## src/rtl/rv_pkg.sv

```systemverilog
// rtl/rv_pkg.sv - shared RV32I execute-stage types and constants
package rv_pkg;

  localparam int RV_XLEN = 32;
  localparam int RV_REGW = 5;

  typedef enum logic [2:0] {
    ALU_ADD = 3'b000,
    ALU_SUB = 3'b001,
    ALU_AND = 3'b010,
    ALU_OR  = 3'b011,
    ALU_XOR = 3'b100,
    ALU_SLT = 3'b101,
    ALU_SLL = 3'b110,
    ALU_SRL = 3'b111
  } alu_op_e;

  // 2'b11 is reserved and falls back to the register-file value
  typedef enum logic [1:0] {
    FWD_RF  = 2'b00,
    FWD_WB  = 2'b01,
    FWD_MEM = 2'b10
  } fwd_sel_e;

  typedef enum logic [1:0] {
    RES_ALU = 2'b00,
    RES_MEM = 2'b01,
    RES_PC4 = 2'b10
  } result_src_e;

  localparam logic [2:0] F3_BEQ  = 3'b000;
  localparam logic [2:0] F3_BNE  = 3'b001;
  localparam logic [2:0] F3_BLT  = 3'b100;
  localparam logic [2:0] F3_BGE  = 3'b101;
  localparam logic [2:0] F3_BLTU = 3'b110;
  localparam logic [2:0] F3_BGEU = 3'b111;

  typedef struct packed {
    logic                 reg_write;
    logic                 mem_write;
    result_src_e          result_src;
    logic [RV_XLEN-1:0]   alu_result;
    logic [RV_XLEN-1:0]   write_data;
    logic [RV_XLEN-1:0]   pc_plus4;
    logic [RV_REGW-1:0]   rd;
  } ex_mem_t;

endpackage

```

## src/rtl/alu.sv

```systemverilog
// rtl/alu.sv - combinational RV32I integer ALU
module alu
  import rv_pkg::*;
#(
  parameter int XLEN = 32
) (
  input  logic [XLEN-1:0] a,
  input  logic [XLEN-1:0] b,
  input  alu_op_e         op,
  output logic [XLEN-1:0] result
);

  logic w_lt;

  assign w_lt = $signed(a) < $signed(b);

  always_comb begin
    result = '0;
    case (op)
      ALU_ADD: result = a + b;
      ALU_SUB: result = a - b;
      ALU_AND: result = a & b;
      ALU_OR:  result = a | b;
      ALU_XOR: result = a ^ b;
      ALU_SLT: result = {{(XLEN-1){1'b0}}, w_lt};
      ALU_SLL: result = a << b[4:0];
      ALU_SRL: result = a >> b[4:0];
      default: result = '0;
    endcase
  end

endmodule

```

## src/rtl/execute_stage.sv

```systemverilog
// rtl/execute_stage.sv - RV32I execute stage with operand forwarding and EX/MEM register
module execute_stage
  import rv_pkg::*;
#(
  parameter int XLEN = RV_XLEN,
  parameter int REGW = RV_REGW
) (
  input  logic            clk,
  input  logic            rst,
  input  logic            RegWriteE,
  input  logic [1:0]      ResultSrcE,
  input  logic            MemWriteE,
  input  logic            JumpE,
  input  logic            BranchE,
  input  logic            JalrE,
  input  logic            ALUSrcE,
  input  logic [2:0]      ALUControlE,
  input  logic [2:0]      Funct3E,
  input  logic [XLEN-1:0] RD1E,
  input  logic [XLEN-1:0] RD2E,
  input  logic [XLEN-1:0] ImmExtE,
  input  logic [XLEN-1:0] PCE,
  input  logic [XLEN-1:0] PCPlus4E,
  input  logic [REGW-1:0] RdE,
  input  logic [1:0]      ForwardAE,
  input  logic [1:0]      ForwardBE,
  input  logic [XLEN-1:0] ResultW,
  input  logic            StallM,
  input  logic            FlushM,
  output logic            PCSrcE,
  output logic [XLEN-1:0] PCTargetE,
  output logic            RegWriteM,
  output logic            MemWriteM,
  output logic [1:0]      ResultSrcM,
  output logic [XLEN-1:0] ALUResultM,
  output logic [XLEN-1:0] WriteDataM,
  output logic [XLEN-1:0] PCPlus4M,
  output logic [REGW-1:0] RdM
);

  ex_mem_t         r_exm;
  ex_mem_t         w_exm_next;
  logic [XLEN-1:0] w_src_a;
  logic [XLEN-1:0] w_fwd_b;
  logic [XLEN-1:0] w_src_b;
  logic [XLEN-1:0] w_alu_result;
  logic            w_cond;

  always_comb begin
    w_src_a = RD1E;
    case (ForwardAE)
      FWD_WB:  w_src_a = ResultW;
      FWD_MEM: w_src_a = r_exm.alu_result;
      default: w_src_a = RD1E;
    endcase
  end

  always_comb begin
    w_fwd_b = RD2E;
    case (ForwardBE)
      FWD_WB:  w_fwd_b = ResultW;
      FWD_MEM: w_fwd_b = r_exm.alu_result;
      default: w_fwd_b = RD2E;
    endcase
  end

  assign w_src_b = ALUSrcE ? ImmExtE : w_fwd_b;

  alu #(.XLEN(XLEN)) u_alu (
    .a      (w_src_a),
    .b      (w_src_b),
    .op     (alu_op_e'(ALUControlE)),
    .result (w_alu_result)
  );

  // Branches compare the forwarded registers, never the immediate
  always_comb begin
    w_cond = 1'b0;
    case (Funct3E)
      F3_BEQ:  w_cond = (w_src_a == w_fwd_b);
      F3_BNE:  w_cond = (w_src_a != w_fwd_b);
      F3_BLT:  w_cond = ($signed(w_src_a) < $signed(w_fwd_b));
      F3_BGE:  w_cond = ($signed(w_src_a) >= $signed(w_fwd_b));
      F3_BLTU: w_cond = (w_src_a < w_fwd_b);
      F3_BGEU: w_cond = (w_src_a >= w_fwd_b);
      default: w_cond = 1'b0;
    endcase
  end

  assign PCSrcE    = rst & (JumpE | (BranchE & w_cond));
  assign PCTargetE = JalrE ? {w_alu_result[XLEN-1:1], 1'b0} : (PCE + ImmExtE);

  always_comb begin
    w_exm_next            = '0;
    w_exm_next.reg_write  = RegWriteE;
    w_exm_next.mem_write  = MemWriteE;
    w_exm_next.result_src = result_src_e'(ResultSrcE);
    w_exm_next.alu_result = w_alu_result;
    w_exm_next.write_data = w_fwd_b;
    w_exm_next.pc_plus4   = PCPlus4E;
    w_exm_next.rd         = RdE;
  end

  // Flush wins over stall; the zeroed RdM keeps a bubble from matching any forward
  always_ff @(posedge clk or negedge rst) begin
    if (!rst) begin
      r_exm <= '0;
    end else if (FlushM) begin
      r_exm <= '0;
    end else if (!StallM) begin
      r_exm <= w_exm_next;
    end
  end

  assign RegWriteM  = r_exm.reg_write;
  assign MemWriteM  = r_exm.mem_write;
  assign ResultSrcM = r_exm.result_src;
  assign ALUResultM = r_exm.alu_result;
  assign WriteDataM = r_exm.write_data;
  assign PCPlus4M   = r_exm.pc_plus4;
  assign RdM        = r_exm.rd;

endmodule
```

## config.mk

```make
export PLATFORM = sky130hd
export DESIGN_NAME = execute_stage
export DESIGN_NICKNAME = d
export VERILOG_FILES = /design/src/rtl/rv_pkg.sv /design/src/rtl/alu.sv /design/src/rtl/execute_stage.sv
export SDC_FILE = /design/constraint.sdc
export NUM_CORES = 1
export LEC_CHECK = 0
export BUFFER_PORTS_ARGS = -buffer_cell sky130_fd_sc_hd__clkbuf_2
export CORE_ASPECT_RATIO = 1.1
export CORE_MARGIN = 4
export CORE_UTILIZATION = 32
export CTS_BUF_LIST = sky130_fd_sc_hd__clkbuf_8
export DETAILED_ROUTE_END_ITERATION = 10
export GPL_TIMING_DRIVEN = 0
export PLACE_DENSITY = 0.51
export RECOVER_POWER = 25
export SETUP_SLACK_MARGIN = 0.4
export SLEW_MARGIN = 20
export SYNTH_ARGS = -nofsm -noshare
export SYNTH_HDL_FRONTEND = slang
export SYNTH_SLANG_ARGS = --single-unit
```

## constraint.sdc

```tcl
create_clock -name clk -period 4.5 [get_ports clk]
set_input_delay 0.225 -clock clk [delete_from_list [all_inputs] [get_ports clk]]
set_output_delay 0.225 -clock clk [all_outputs]
set_load 0.01 [all_outputs]
```

==> results.md <==
- Net Switching: 3.466 mW
- Placed instance count: 3301
- Core Util, Final: 45.25%
- Sw frac: 53.55%
- Initial DRC count: 2410
- CORE AREA: 0.05057 mm²
- CP Cell Sequence: a221oi_2, o31a_1, buf_6, buf_12, buf_12, buf_12, ha_4, nor2b_4, o211ai_1, nand3_2, a311o_2, buf_12, a311oi_4, o31a_1, nand2b_4, a31oi_4, a2111oi_4, buf_4, a21oi_2, clkbuf_2
- Met2 GRT Util: 62.83%
- Synth area leaders: dfrtp_1 (16%), ha_1 (12%), mux2i_1 (9.5%), a21oi_1 (7.1%), nor2_1 (6.9%)
- I/O pin count: 357
- Count leader, synth: nor2_1
- P per Cell Area: 282.9 mW/mm²
- #FFs+latches synth: 105
- Post-synth EDFFs: 0
- Fill cell count: 5203
- Setup crit start kind: flip-flop
- Total CTS buffers: 9
- Num rows: 86
- Post-Synth XOR/XNOR Area: 2.286%
- Area delta synth->final: 38.89%
- M3 GR Usage: 6.470%
- Vias in the first global route: 21120
- Tmin final: 5072 ps
- Largest net degree at the start of global routing: 71
- Clk buf depth: 2
- Clock Latency Late Sink: 450 ps
- Power share of the clock group: 9.8%
- Combinational Power Share: 73.5%
- Power share of the sequential group: 16.8%
- CP endpoint kind: output port
- Post-Syn Instances: 2288
- Max-cap viol count: 2
- WL/cell: 31.06 µm
- Finished Cell Area: 0.02288 mm²
- Antenna-violating nets left: 0
- Yosys cell types: 82
- GR peak layer: met2
- # setup viols final: 21
- Syn Std Cell Area: 0.01648 mm²
- Highest Clock Rate: 197.2 MHz
- Complex-gate fraction of the synthesized area: 32.57%
- First-pass GRT wire length: 150.3 mm
- CTS root buf: clkbuf_8
- Worst path required time: 4280 ps
- CP top delay family: compound AO/OA/AOI/OAI gates
- Setup CP Type: reg2out
- Leakage power: 10.35 nW
- Clock Skews: 19.55 ps
- Failing checks: capacitance limit, slew limit, setup timing
- Share of cells above drive strength 1: 32.73%
- Largest family of logic cells by synthesized area: compound AO/OA/AOI/OAI gates
- Crit path largest cell delay: 470 ps
- Slew @ Worst Pin: 2230 ps
- Htree depth: 3
- Post-Synth Simple-Gate Area: 18.83%
- Drt total wl: 106.4 mm
- DR pass1 iterations: 6
- Worst rel slew slack: -48.69%
- Grt met1 use: 44.19%
- Portion of netlist area occupied by mux cells: 10.77%
- Status: finished, violations left
- Synth async-reset ratio: 100.0%
- Vias: 21510
- DR vias/cell: 6.281
- Placed Area: 0.01938 mm²
- Clk slew on worst S/H paths: 120 ps
- RSZ-0062 raised after global routing: true
- Worst min path class: in2reg
- Die ar.: 0.05518 mm²
- Critical path buffer and inverter count: 7
- Antenna violations before repair: 6
- Slew Limit Fails: 110
- Die span in y: 246.0 µm
- Fin worst setup slack: -572.2 ps
- Worst vdd ir: 0.2218 mV
- Most frequent cells after synthesis: nor2_1 (302), a21oi_1 (235), nand2_1 (189)
- Post-synthesis sequential area ratio: 15.95%
- Crit path max-delay cell type: dfrtp_2
- Final Hold Viols: 0
- HPWL after DPL: 86.66 mm
- Worst EP arrival: 4850 ps
- CTS tree: built
- Die X-Extent: 224.3 µm
- CP dominant cell by count: buf_12
- Area leader, netlist: dfrtp_1
- Gr ovfl total: 0
- IO buf count: 351
- Syn nets: 2673
- CTS sink cnt: 105
- Ys flop type: dfrtp_1
- Initial Util: 32.58%
- Nets: 3143
- Gr usage total: 36.74%
- Int Power: 3.006 mW
- DRC violations left: 0
- Yosys warns: 0
- Finished Layout Cells: 3424
- Crit Path Max Fanout: 6
- Synth Area in Adders: 12.74%
- Post-synth top area share: 15.95%
- GP Congestion: 1.039
- Avg Inst Size Synth: 7.201 µm²
- Tcrit/Tclk final: 112.7%
[layout by cell type, fill, tap and decap left out, types with 28 or more instances in the layout]
cell type / instances
nor2_1: 291
a21oi_2: 45
buf_4: 92
o22ai_1: 34
clkbuf_1: 69
o21ai_2: 39
a21o_1: 32
buf_6: 28
inv_1: 113
ha_1: 148
nand2_1: 184
nand3_1: 37
a21oi_1: 183
clkbuf_2: 352
buf_2: 29
a22oi_1: 67
o21ai_0: 74
dfrtp_1: 102
mux2i_1: 125
[tightest hold or removal path: cells and delay by family]
kind	cells	cell delay, ps
buffers and inverters	1	70
multiplexers	1	50
AND/OR/NAND/NOR	1	70
[flip-flops by register name, indices dropped and copies added, names as in the netlist]
name and count:
RdM 5, MemWriteM 1, WriteDataM 32, ALUResultM 32, RegWriteM 1, ResultSrcM 2
PCPlus4M 32
[cell type report]
cell class	instances	area [µm²]	area share, %
well taps	660	825.8	3.609
repair buffers	459	2704	11.82
flip-flops and latches	105	2631	11.50
diodes	2	5.005	0.02187
plain buffers	156	1172	5.123
inverters	125	501.7	2.193
clock buffers	9	123.9	0.5413
clock inverters	6	57.56	0.2515
multi-input cells	1902	14860	64.95
[what timing repair did]
item | in CTS | in global routing
hold endpoints to repair | 36 | 0
setup buffers | 73 | 31
hold buffers | 2 | 0
endpoints found under the setup margin | 64 | 53
pin swaps | 88 | 67
gates resized for setup | 458 | 162
[routing by layer]
layer	wire length [µm]	vias to the layer above
met4	6957	10
met3	8140	323
met5	72	-
li1	-	9371
met2	50280	1261
met1	40910	10540
[stage by stage]
stage / setup WS [ps] / setup TNS [ps] / total power, mW / hold slack [ps]
4_1_cts: -565.9 / -7118 / 6.097 / 1.724
6_report: -572.2 / -7437 / 6.473 / 19.94
2_1_floorplan: 215.3 / 0 / 3.306 / -70.59
3_5_place_dp: -1973 / -75770 / 4.744 / 173.8
5_1_grt: -677.8 / -10320 / 6.737 / 23.59
3_3_place_gp: -2434 / -79600 / 4.742 / 465.5
[logic make-up after synthesis]
logic type,Yosys count
simple gates,702
flops,105
buf+inv,281
compound gates,817
xor+xnor,43
mux,174
fa+ha+maj,166
[worst paths after layout]
path	start	endpoint	slack (ps)	depth (start not counted)
max	ALUResultM[2]	PCTargetE[22]	-570	20
max reg2reg	ALUResultM[2]	ALUResultM[22]	20	20
min	ResultSrcE[1]	ResultSrcM[1]	20	3
min reg2reg	WriteDataM[5]	WriteDataM[5]	530	2
min in group asynchronous	rst	WriteDataM[17]	980	2
max in group asynchronous	rst	ALUResultM[2]	560	3
[power by group through the flow]
stage	Sequential, mW	Combinational, mW	Clock (mW)
after floorplan	1.11	2.20	0
after global placement	1.10	3.64	0
after detailed placement	1.10	3.64	0
after CTS	1.08	4.37	0.644
after global routing	1.09	4.97	0.677
final	1.08	4.76	0.632
No activity file was read; power rests on OpenSTA's default activity.
